File: src/rtl/inst_loader_pkg.sv
// Purpose: shared types and constants for the instruction-memory loader.
// Latency: n/a (types and constants only).
// Backpressure: n/a.
// Config macro: INST_LOADER_CHECKSUM_EN adds the ST_CHK state.
package inst_loader_pkg;

    localparam int BYTES_PER_WORD = 4;
    localparam int LEN_W          = 16;

    typedef enum logic [2:0] {
        ST_IDLE,
        ST_LEN0,
        ST_LEN1,
        ST_DATA,
`ifdef INST_LOADER_CHECKSUM_EN
        ST_CHK,
`endif
        ST_DONE,
        ST_ERR
    } state_e;

endpackage

File: src/rtl/inst_byte_packer.sv
// Purpose: packs accepted stream bytes little-endian into 32-bit words.
// Latency: word_vld_o/word_dat_o are combinational on the 4th byte of a word.
// Backpressure: none; the caller only presents bytes it has accepted.
// Ports: clr_i resets the lane counter, byte_vld_i/byte_dat_i carry an
//        accepted byte, word_vld_o/word_dat_o present the completed word.
module inst_byte_packer
    import inst_loader_pkg::*;
(
    input  logic        clk,
    input  logic        rst_n,
    input  logic        clr_i,
    input  logic        byte_vld_i,
    input  logic [7:0]  byte_dat_i,
    output logic        word_vld_o,
    output logic [31:0] word_dat_o
);

    logic [1:0]  lane_q;
    // Only the first three bytes of a word need storage: the 4th byte is
    // merged straight from the input when the word completes. Bytes shift
    // in at the top so byte 0 ends up in bits [7:0].
    logic [23:0] asm_q;

    always_ff @(posedge clk or negedge rst_n) begin
        if (!rst_n) begin
            lane_q <= '0;
            asm_q  <= '0;
        end else if (clr_i) begin
            lane_q <= '0;
            asm_q  <= '0;
        end else if (byte_vld_i) begin
            lane_q <= lane_q + 2'd1;
            asm_q  <= {byte_dat_i, asm_q[23:8]};
        end
    end

    assign word_vld_o = byte_vld_i && (lane_q == 2'(BYTES_PER_WORD - 1));
    assign word_dat_o = {byte_dat_i, asm_q};

endmodule

File: src/rtl/inst_loader.sv
// Purpose: boot loader filling instruction memory from a length-prefixed byte stream.
// Latency: word write strobe one cycle after its 4th byte; 1 word per 5 cycles sustained.
// Backpressure: byte_ready drops outside the load states and during each write strobe.
// Ports: start/byte_in/byte_valid/byte_ready form the stream side; wr_en/wr_addr/
//        wr_data drive the instruction-memory write port; core_rst_n, done, err
//        report load status. Config macro: INST_LOADER_CHECKSUM_EN adds a
//        trailing XOR checksum byte check.
module inst_loader
    import inst_loader_pkg::*;
#(
    parameter int DEPTH  = 16,
    parameter int ADDR_W = 4
) (
    input  logic              clk,
    input  logic              rst_n,
    input  logic              start,
    input  logic [7:0]        byte_in,
    input  logic              byte_valid,
    output logic              byte_ready,
    output logic              wr_en,
    output logic [ADDR_W-1:0] wr_addr,
    output logic [31:0]       wr_data,
    output logic              core_rst_n,
    output logic              done,
    output logic              err
);

    // State entered once all words (or zero words) have been written.
`ifdef INST_LOADER_CHECKSUM_EN
    localparam state_e ST_TAIL = ST_CHK;
`else
    localparam state_e ST_TAIL = ST_DONE;
`endif

    state_e              state_q, state_d;
    logic [7:0]          len_lo_q;
    logic [LEN_W-1:0]    len_q;
    logic [ADDR_W-1:0]   word_cnt_q;
    logic                rdy_q, rdy_d;
    logic                wr_en_q, wr_en_d;
    logic [ADDR_W-1:0]   wr_addr_q;
    logic [31:0]         wr_data_q;
    logic                done_q, err_q, core_rst_n_q;
`ifdef INST_LOADER_CHECKSUM_EN
    logic [7:0]          chk_q;
`endif

    logic                accept;
    logic                clr;
    logic                last_word;
    logic [LEN_W-1:0]    len_in;
    logic                word_vld;
    logic [31:0]         word_dat;

    assign accept    = byte_valid && rdy_q;
    assign len_in    = {byte_in, len_lo_q};
    assign last_word = (LEN_W'(word_cnt_q) == (len_q - LEN_W'(1)));

    inst_byte_packer u_packer (
        .clk        (clk),
        .rst_n      (rst_n),
        .clr_i      (clr),
        .byte_vld_i (accept && (state_q == ST_DATA)),
        .byte_dat_i (byte_in),
        .word_vld_o (word_vld),
        .word_dat_o (word_dat)
    );

    always_comb begin
        state_d = state_q;
        clr     = 1'b0;
        wr_en_d = 1'b0;
        rdy_d   = 1'b0;
        case (state_q)
            ST_IDLE, ST_DONE, ST_ERR: begin
                if (start) begin
                    state_d = ST_LEN0;
                    clr     = 1'b1;
                end
            end
            ST_LEN0: begin
                if (accept) state_d = ST_LEN1;
            end
            ST_LEN1: begin
                if (accept) begin
                    if (len_in > LEN_W'(DEPTH)) state_d = ST_ERR;
                    else if (len_in == '0)      state_d = ST_TAIL;
                    else                        state_d = ST_DATA;
                end
            end
            ST_DATA: begin
                // Exit on the strobe cycle of the last word; ready is low
                // then, so no further byte can be taken in that cycle.
                if (wr_en_q && last_word) state_d = ST_TAIL;
                else if (word_vld)        wr_en_d = 1'b1;
            end
`ifdef INST_LOADER_CHECKSUM_EN
            ST_CHK: begin
                if (accept) state_d = (byte_in == chk_q) ? ST_DONE : ST_ERR;
            end
`endif
            default: state_d = ST_IDLE;
        endcase

        // Ready is registered from the next state so it has no input path.
        if ((state_d == ST_LEN0) || (state_d == ST_LEN1) || (state_d == ST_DATA))
            rdy_d = 1'b1;
`ifdef INST_LOADER_CHECKSUM_EN
        if (state_d == ST_CHK) rdy_d = 1'b1;
`endif
        if (wr_en_d) rdy_d = 1'b0;
    end

    always_ff @(posedge clk or negedge rst_n) begin
        if (!rst_n) begin
            state_q      <= ST_IDLE;
            len_lo_q     <= '0;
            len_q        <= '0;
            word_cnt_q   <= '0;
            rdy_q        <= 1'b0;
            wr_en_q      <= 1'b0;
            wr_addr_q    <= '0;
            wr_data_q    <= '0;
            done_q       <= 1'b0;
            err_q        <= 1'b0;
            core_rst_n_q <= 1'b0;
        end else begin
            state_q      <= state_d;
            rdy_q        <= rdy_d;
            wr_en_q      <= wr_en_d;
            done_q       <= (state_d == ST_DONE);
            err_q        <= (state_d == ST_ERR);
            core_rst_n_q <= (state_d == ST_DONE);
            if (accept && (state_q == ST_LEN0)) len_lo_q <= byte_in;
            if (accept && (state_q == ST_LEN1)) len_q    <= len_in;
            if (clr)          word_cnt_q <= '0;
            else if (wr_en_q) word_cnt_q <= word_cnt_q + 1'b1;
            if (wr_en_d) begin
                wr_addr_q <= word_cnt_q;
                wr_data_q <= word_dat;
            end
        end
    end

`ifdef INST_LOADER_CHECKSUM_EN
    // Running XOR over every accepted byte, length bytes included.
    always_ff @(posedge clk or negedge rst_n) begin
        if (!rst_n)      chk_q <= '0;
        else if (clr)    chk_q <= '0;
        else if (accept) chk_q <= chk_q ^ byte_in;
    end
`endif

    assign byte_ready = rdy_q;
    assign wr_en      = wr_en_q;
    assign wr_addr    = wr_addr_q;
    assign wr_data    = wr_data_q;
    assign core_rst_n = core_rst_n_q;
    assign done       = done_q;
    assign err        = err_q;

endmodule

File: config.mk
export PLATFORM = sky130hd
export DESIGN_NAME = inst_loader
export DESIGN_NICKNAME = d
export VERILOG_FILES = /design/src/rtl/inst_loader_pkg.sv /design/src/rtl/inst_byte_packer.sv /design/src/rtl/inst_loader.sv
export SDC_FILE = /design/constraint.sdc
export NUM_CORES = 1
export LEC_CHECK = 0
export ABC_CLOCK_PERIOD_IN_PS = 2550
export BUFFER_PORTS_ARGS = -buffer_cell sky130_fd_sc_hd__buf_2
export CORE_MARGIN = 1.5
export CORE_UTILIZATION = 27
export DETAILED_ROUTE_END_ITERATION = 8
export GPL_TIMING_DRIVEN = 0
export PLACE_DENSITY_LB_ADDON = 0.2
export SLEW_MARGIN = 10
export SYNTH_ARGS = -nofsm -noshare
export SYNTH_HDL_FRONTEND = slang
export SYNTH_SLANG_ARGS = --single-unit
File: constraint.sdc
create_clock -name clk -period 2.55 [get_ports clk]
set_clock_uncertainty 0.15 [all_clocks]
set_input_delay 0 -clock clk [delete_from_list [all_inputs] [get_ports clk]]
set_output_delay 0 -clock clk [all_outputs]
set_load 0.005 [all_outputs]
# Word level (Yosys, flattened, before mapping)
# Cells that the tools add are included.
[totals]
register_bits = 97
latch_bits = 0
ram_bits = 0
mem_bits_ro = 0
output_inout_bits = 41
memories = 0
[op_classes]
n_addsub = 3
n_mul = 0
div = 0
magnitude_cmp = 1
eq_ne = 12
n_shift = 0
n_mux = 20
bitwise_logic = 0
n_reduce_logical = 13
[ops]
columns = ["cell", "count"]
rows = [
  ["2-to-1 mux 24 bit", 2],
  ["2-to-1 mux 3 bit", 6],
  ["equality test 4 x 16 -> 1 bit", 1],
  ["> comparator 16 x 5 -> 1 bit (second input constant)", 1],
  ["zero test 16 bit", 1],
  ["subtractor 16 x 1 -> 16 bit (second input constant)", 1],
  ["equality test 3 x 2 -> 1 bit (second input constant)", 4],
  ["equality test 3 bit (second input constant)", 4],
  ["one-hot mux 3 bit (4 select lines)", 1],
  ["2-to-1 mux 4 bit", 2],
  ["2-to-1 mux 1 bit", 7],
  ["equality test 3 x 1 -> 1 bit (second input constant)", 2],
  ["logical AND 1 bit", 6],
  ["adder 4 x 1 -> 4 bit (second input constant)", 1],
  ["2-to-1 mux 2 bit", 2],
  ["nonzero test 2 bit", 2],
  ["zero test 3 bit", 1],
  ["OR reduction 3 bit", 1],
  ["adder 2 x 1 -> 2 bit (second input constant)", 1],
  ["equality test 2 bit (second input constant)", 1],
  ["logical OR 1 bit", 2],
]

# Longest topological paths before layout
# Gate-level depths: netlist of the first run.
[logic_depth]
ltp_word = 10
depth_mapped = 10

# By module
# A second synthesis of the first run with hierarchy kept.
[unflattened]
hier_cells = 329
hier_area_um2 = 4428.0
[modules_own_cells]
columns = ["mod", "n_inst", "cells_per_inst", "area_per_inst_um2", "seq_area_each_um2"]
rows = [
  ["inst_loader", 1, 235, 3274.4, 1776.7],
  ["inst_byte_packer", 1, 94, 1153.6, 650.6],
]

# Least setup slack after synthesis of the first run
# OpenSTA, ideal clock, no wires.
[synth_path]
path_type = "register to register"
start = "register len_q[0]"
end = "register wr_data_q[10], in the netlist wr_data[10]"
setup_time_ns = 0.125
arrival_time_ns = 2.428
required_time_ns = 2.275
slack_ns = -0.153
stages_incl_launch_ff = 11
path_buffers = 2
synth_period_minus_slack_ns = 2.703
cell_sequence = "dfrtp_1 > inv_1 > ha_1 > or3b_2 > o311ai_0 > nand3_1 > o211ai_2 > and3_4 > buf_6 > buf_12 > mux2_4"
[synth_between]
elab_chain_cells = 5
[synth_rtl]
columns = ["element", "line", "rtl"]
rows = [
  ["start: declaration", "inst_loader.sv:37", "logic [LEN_W-1:0] len_q;"],
  ["start signal: assignment", "inst_loader.sv:135", "if (accept && (state_q == ST_LEN1)) len_q <= len_in;"],
  ["subtractor 16 x 1 -> 16 bit", "inst_loader.sv:57", "assign last_word = (LEN_W'(word_cnt_q) == (len_q - LEN_W'(1)));"],
  ["equality test 4 x 16 -> 1 bit", "inst_loader.sv:57", ""],
  ["logical AND 1 bit", "inst_loader.sv:94", "if (wr_en_q && last_word) state_d = ST_TAIL;"],
  ["2-to-1 mux 1 bit", "inst_loader.sv:94", ""],
  ["2-to-1 mux 1 bit", "inst_loader.sv:74", "case (state_q)"],
  ["end signal: assignment", "inst_loader.sv:140", "wr_data_q <= word_dat;"],
  ["end: declaration", "inst_loader.sv:42", "logic [31:0] wr_data_q;"],
]
# Every way passes these cells.
# A chain may end at the register's enable or synchronous reset.

# Final worst setup path of the first run
[layout_path]
start = "register len_q[1]"
end = "register wr_data_q[12], in the netlist wr_data[12]"
# Same word-level chain as after synthesis.

==> results of run 1 <==
-- cells in the mapped netlist (4+ instances only) --
cell type,instances
xnor2_1,5
clkbuf_1,12
nand2_1,59
mux2_4,20
nand3_1,5
nor4_1,5
nor2_1,11
dfrtp_1,97
mux2i_1,4
xor2_1,4
nor3_1,5
inv_1,6
o21ai_0,28
mux2_2,37
-- worst max-delay path, cell delays in order, from the launching register on --
cell,delay (ps)
dfrtp_1,410
or4_4,570
or3_4,340
a211oi_2,200
o211ai_2,140
and3_4,200
buf_12,150
buf_12,140
mux2_4,290
-- logic make-up (layout without fill, tap and decap cells) --
kind of cell / Yosys count / count (layout)
muxes: 61 / 61
DFF: 97 / 97
AOI/OAI and AO/OA: 46 / 46
xor gates and xnor gates: 9 / 9
and+or+nand+nor: 100 / 100
buffers and inverters: 23 / 114
adders and majority gates: 3 / 3
-- layer usage --
| metal | global-route usage, % | vias up | wire, um |
|---|---|---|---|
| met5 | 0 | - | 0 |
| met4 | 4.48 | 0 | 156 |
| met3 | 3.56 | 13 | 349 |
| met2 | 21.4 | 61 | 4720 |
| met1 | 16.0 | 1424 | 4470 |
| li1 | - | 1361 | - |
-- stage by stage --
| stage | TNS (ps) | setup slack, ps | hold slack (ps) | cells |
|---|---|---|---|---|
| 4_1_cts | -6050 | -187 | 7.71 | 618 |
| 3_5_place_dp | -13930 | -477 | -158 | 581 |
| 2_1_floorplan | -1640 | -70.2 | -446 | 339 |
| 3_3_place_gp | -15310 | -403 | 163 | 579 |
| 6_report | -4520 | -156 | 2.21 | 618 |
| 5_1_grt | -7060 | -209 | 39.7 | 618 |
-- cells in the final DEF (no fill, tap or decap), types with 2 or more instances in the layout --
master	n
nor2_1	11
nand3_1	4
o21a_1	2
and3_1	2
xor2_1	4
xnor2_1	5
nand2_1	59
nor3_1	4
inv_2	2
dfrtp_1	97
mux2i_1	4
inv_1	4
clkbuf_16	9
nand4_1	3
clkbuf_1	13
dlygate4sd3_1	10
nor4_1	4
buf_16	3
buf_2	51
buf_4	13
ha_1	2
o21ai_0	28
mux2_2	36
mux2_4	21
a211oi_2	4
clkinv_4	2
buf_12	3
-- area by class of cell --
cell class                      count  area, um2
Fill cell                        1507       9820
Sequential cell                    97       2430
Multi-Input combinational cell    219       1700
Timing Repair Buffer               77        539
Tap cell                          188        235
Clock buffer                       11        233
Buffer                             16        114
Clock inverter                      4       55.1
Inverter                            6       22.5
-- flip-flops by register name (all words and copies together), names as in the netlist --
signal / cells
wr_en: 1
u_packer.asm_q: 24
word_cnt_q: 4
wr_addr: 4
state_q: 3
len_lo_q: 8
byte_ready: 1
wr_data: 32
err: 1
u_packer.lane_q: 2
len_q: 16
core_rst_n: 1
-- worst max-delay path by stage --
stage | start | end | slack [ps] | cells past startpoint
floorplan | len_q[2]$_DFFE_PN0P_ | wr_data[10]$_DFFE_PN0P_ | -70 | 8
global placement | len_q[0]$_DFFE_PN0P_ | wr_data[30]$_DFFE_PN0P_ | -400 | 9
detailed placement | len_q[0]$_DFFE_PN0P_ | wr_data[30]$_DFFE_PN0P_ | -480 | 9
CTS | len_q[1]$_DFFE_PN0P_ | wr_data[23]$_DFFE_PN0P_ | -190 | 8
global route | len_q[1]$_DFFE_PN0P_ | wr_data[23]$_DFFE_PN0P_ | -210 | 8
finish | len_q[1]$_DFFE_PN0P_ | wr_data[12]$_DFFE_PN0P_ | -160 | 8
-- power groups by stage --
| stage | registers (mW) | logic [mW] | clock network, mW |
|---|---|---|---|
| 4_1_cts | 2.41 | 1.53 | 1.39 |
| 2_1_floorplan | 2.34 | 0.994 | 0 |
| 3_5_place_dp | 2.45 | 1.39 | 0 |
| 5_1_grt | 2.48 | 1.74 | 1.45 |
| 6_report | 2.41 | 1.56 | 1.34 |
| 3_3_place_gp | 2.43 | 1.35 | 0 |
-- timing repair --
action,in CTS,in global routing
buffers inserted,11,1
hold buffers,10,0
resized for setup,18,5
cloned,2,0
endpoints found under the hold margin,132,0
endpoints found under the setup margin,43,41
pin swaps,6,7
==> results.ini, run 1 <==
[status]
outcome=finished, violations left
violations=negative setup slack

[routing]
drcViolationCount=0
firstDrtPassIters=4
drt-total-wl_mm=9.70
dr.first_iter.drc_count=141
routed_via_density=4.63
detail_route.wl_per_cell_um=15.7
vias=2859
final_antenna_net_count=0

[timing]
finalWorstSetupSlack_ps=-156
period_minus_slack_ps=2710
slew_violations=0
timing.final.crit_share_pct=106
worst_slew_margin_rel_pct=50.5
fmax_mhz=370
worst_pin_slew_ps=736
setup_viol=36
rsz0062_at_grt=true
hold_viol=0

[yosys]
synth_cells=339
synth_fp_nets=354
synth_fa_ha_area_share_pct=0.897
yosys-mux-area-fraction_pct=18.1
synth_top_family_by_area=multiplexers
synthSimpleGateAreaFrac_pct=11.0
synthArstFlopShare_pct=100
ys.warnings.count=0
synth.avg_cell_area_um2=12.3
synth_top_area_cell=dfrtp_1
ys_seq_elements=97
synth-main-ff-cell=dfrtp_1
synth-seq-area-share_pct=58.0
ys_top_cells_by_area=dfrtp_1 58%, mux2_2 10%, mux2_4 7.2%, nand2_1 5.3%, o21ai_0 3.3%
syn_area_um2=4180
synthDistinctLibCells=43
synth_enable_flop_cells=0
synth_top_cell_area_share_pct=58.0
synthXorXnorAreaFrac_pct=1.88
synth-compound-area-share_pct=7.00

[hold_path]
hold_path.class=input pin to asynchronous set/reset pin

[clocking]
path_clk_slew_ps=60
root_buffer=clkbuf_16
insertion_delay_ps=350
clkSinkCount=97
cts_made_buffers=9
cts_tree=done
cts_buffer_depth=2
h-tree-depth=3

[critical_path]
regToRegSetupSlack_ps=-160
cp-end-kind=flop
worstPathMaxFanout=7
arrival_ps=2790
rr_worst_depth=8
cp.required_ps=2630
worstSetupStartpointType=flop
critical_path_class=flop to flop
timing.rr.end=wr_data[12]$_DFFE_PN0P_
reg2reg_from=len_q[1]$_DFFE_PN0P_

[place]
dpl.hpwl_mm=6.71
gp_congestion=0.759
place_area_um2=4740
io_buffer_count=52

[power]
swShare_pct=32.2
intPower_mw=3.60
p_switching_mw=1.70
p_total_mw=5.30
power_frac_clock_pct=25.2
vdd_drop_max_mv=0.375
p_per_area_nw_per_um2=996
p_leak_nw=2.49
seq_power_share_pct=45.4
comb_power_share_pct=29.4

[global_route]
grt_antenna_before_repair=0
grt_pass1_wl_mm=16.0
grt_pass1_vias=2993
gr-total-overflow=0
grt_max_degree=64
grt_usage_pct=12.8

[floorplanning]
die_area_um2=16300
coreArea_um2=15100
io_pins=53
die_w_um=127
row_count=45
initial_core_util_pct=27.6
fp.dieH_um=127

[final_layout]
stdcell_area_um2=5320
fin_nets=441
n_antenna_cell=0
drive_gt1_share_pct=37.7
syn2layout_area_growth_pct=27.2
final_util_pct=35.1

[run]
cap_violations=0

(Power assumes the default switching activity.)
==> inputs of run 2 (changes only) <==
--- a/config.mk
+++ b/config.mk
@@ -5,14 +5,14 @@
 export SDC_FILE = /design/constraint.sdc
 export NUM_CORES = 1
 export LEC_CHECK = 0
+export ABC_AREA = 1
 export ABC_CLOCK_PERIOD_IN_PS = 2550
 export BUFFER_PORTS_ARGS = -buffer_cell sky130_fd_sc_hd__buf_2
 export CORE_MARGIN = 1.5
 export CORE_UTILIZATION = 27
 export DETAILED_ROUTE_END_ITERATION = 8
 export GPL_TIMING_DRIVEN = 0
-export PLACE_DENSITY_LB_ADDON = 0.2
-export SLEW_MARGIN = 10
+export SLEW_MARGIN = 40
 export SYNTH_ARGS = -nofsm -noshare
 export SYNTH_HDL_FRONTEND = slang
 export SYNTH_SLANG_ARGS = --single-unit
==> run 2 against run 1 <==
Net effect: the run now ends clean; count of clock-buffer cells in the layout fell by 1; via count grew 28%; cell area up 6.8%; total power up 2.0%; maximum frequency increased by 15%; sequential cell count unchanged; die area is 10% higher; area after synthesis up 11%; highest routed layer unchanged.
==> results.ini, run 2 <==
[global_route]
grt_pass1_wl_mm=18.4
grt_antenna_before_repair=0
gr-total-overflow=0
grt_usage_pct=13.1
grt_max_degree=65
grt_pass1_vias=3569

[run]
cap_violations=0

[yosys]
synth-seq-area-share_pct=52.4
synth_fp_nets=539
ys.warnings.count=0
ys_top_cells_by_area=dfrtp_1 52%, nand2_1 7.6%, inv_1 6.7%, o21ai_2 6.2%, nand2_2 4.9%
synthDistinctLibCells=30
synth.avg_cell_area_um2=8.84
synth-main-ff-cell=dfrtp_1
yosysMostFrequentCell=dfrtp_1
synthArstFlopShare_pct=100
synth_top_area_cell=dfrtp_1
synth_enable_flop_cells=0
ys_seq_elements=97
synth_cells=524
synth_top_cell_area_share_pct=52.4
syn_area_um2=4630
yosys-top-cells-count=97 x dfrtp_1, 94 x nand2_1, 83 x inv_1

[routing]
dr.first_iter.drc_count=201
firstDrtPassIters=6
final_antenna_net_count=0
routed_via_density=4.42
drcViolationCount=0
vias=3652
drt-total-wl_mm=11.2
detail_route.wl_per_cell_um=13.5

[critical_path]
reg2reg_from=len_q[0]$_DFFE_PN0P_
worstPathMaxFanout=10
critPathMaxStageDelay_ps=400
crit_chain=inv_2 > ha_2 > nor2_1 > nor3b_1 > nand3_1 > nor2_1 > nand3_1 > nor2_2 > nand2_1 > nand2_2 > buf_12 > buf_8 > o21ai_2
timing.rr.end=wr_data[16]$_DFFE_PN0P_
cp-end-kind=flop
critical_path_class=flop to flop
arrival_ps=2440
rr_worst_depth=13
cpMaxStageDelayCell=dfrtp_1
critPathCapture=wr_data[16]$_DFFE_PN0P_
cp-startpoint=len_q[0]$_DFFE_PN0P_
worstSetupStartpointType=flop
cp.required_ps=2640
regToRegSetupSlack_ps=200

[status]
outcome=completed

[clocking]
path_clk_slew_ps=70
cts_buffer_depth=2
cts_tree=done
clkSinkCount=97
h-tree-depth=3
insertion_delay_ps=350
root_buffer=clkbuf_16
cts_made_buffers=9

[place]
dpl.hpwl_mm=8.22
gp_congestion=0.848
io_buffer_count=52
pre_cts_slack_ps=-81.5

[timing]
fmax_mhz=426
timing.final.crit_share_pct=92.1
worst_pin_slew_ps=525
worst_slew_margin_rel_pct=65.0
slew_violations=0
period_minus_slack_ps=2350
hold_viol=0
setup_viol=0
finalWorstSetupSlack_ps=201
setup_tns_ps=0
rsz0062_at_grt=false

[final_layout]
drive_gt1_share_pct=26.9
n_antenna_cell=0
fillCellCount=1745
final_cell_mix=97 x dfrtp_1, 93 x nand2_1, 82 x inv_1
largest_register_ffs=32
fin_nets=617
syn2layout_area_growth_pct=22.8
final_common_cell=dfrtp_1

[floorplanning]
die_w_um=134
row_count=47
fp.dieH_um=134
initial_core_util_pct=27.7
io_pins=53
coreArea_um2=16700
die_area_um2=18000

[power]
vdd_drop_max_mv=0.484
p_per_area_nw_per_um2=951
p_total_mw=5.41
p_leak_nw=2.83

[hold_path]
hold_path.class=input pin to asynchronous set/reset pin

-- run 2: cell types whose count changed in the layout (fill, tap and decap cells not counted), moves of 6 or more --
cell      previous run  this run
o21ai_2              0        33
a21oi_1              1        13
mux2_4              21         0
nor2_1              11        45
o22ai_1              0        24
clkbuf_1            13         7
mux2_2              36         0
nand2_2              0        37
inv_1                4        82
nand2_1             59        93
buf_4               13         3
nand3_1              4        28
-- run 2: kinds of logic after synthesis --
logic type | Yosys count | share of synthesized area, %
compound gates | 99 | 14.2
xor+xnor | 2 | 0.540
fa+ha+maj | 3 | 0.810
buf+inv | 101 | 10.2
flops | 97 | 52.4
simple gates | 222 | 21.9
-- run 2: report_power, final --
group,total (mW),internal (mW),leakage [nW],switching (mW)
logic,1.76,0.610,1.39,1.15
registers,2.23,1.94,1.29,0.289
clock network,1.42,0.800,0.151,0.616
-- run 2: routing by layer --
metal	vias up	wire length [um]	GRT usage (%)
met5	-	0	0
met4	0	143	4.53
met3	9	315	2.12
met2	47	5400	21.2
met1	1758	5320	17.8
li1	1838	-	-
-- run 2: worst max-delay path: cells and delay by family, from the launching register on --
family	cells	cell delay, ps
buffers and inverters	3	390
AND/OR/NAND/NOR	8	900
flip-flops	1	400
AO/OA/AOI/OAI	1	60
adder cells (fa/ha/maj)	1	320
-- run 2: cell type report --
cell class	instances	area [um2]	area share [%]
tap	220	275	4.84
sequential	97	2430	42.7
inverter	84	315	5.54
clock buffer	10	239	4.20
multi-input combinational	326	1740	30.7
clock inverter	6	71.3	1.25
timing repair buffer	67	443	7.79
buffer	17	171	3.01
-- run 2: what timing repair did --
| action | CTS | global route |
|---|---|---|
| setup buffers | 0 | 2 |
| hold buffers | 12 | 0 |
| resized for setup | 2 | 10 |
| pin swaps | 0 | 1 |
| setup endpoints to repair | 37 | 39 |
| endpoints found under the hold margin | 135 | 0 |
-- run 2: how the worst min path moves through the flow --
stage,from,to,slack [ps],cells past startpoint
2_1_floorplan,rst_n,byte_ready$_DFF_PN0_,-450,0
6_report,rst_n,wr_data[7]$_DFFE_PN0P_,40,3
3_5_place_dp,rst_n,wr_data[7]$_DFFE_PN0P_,-270,1
3_3_place_gp,byte_in[6],len_q[14]$_DFFE_PN0P_,110,3
5_1_grt,rst_n,wr_data[7]$_DFFE_PN0P_,50,3
4_1_cts,rst_n,wr_data[7]$_DFFE_PN0P_,10,3
-- run 2: metrics by stage --
step | hold slack [ps] | std cells | util (%) | instance area [um2]
floorplan | -446 | 524 | - | 4630
global placement | 114 | 796 | 30.9 | 5170
detailed placement | -266 | 797 | 31.2 | 5200
CTS | 14.6 | 825 | 33.8 | 5650
global route | 51.7 | 827 | 34.1 | 5690
finish | 35.9 | 827 | 34.1 | 5690
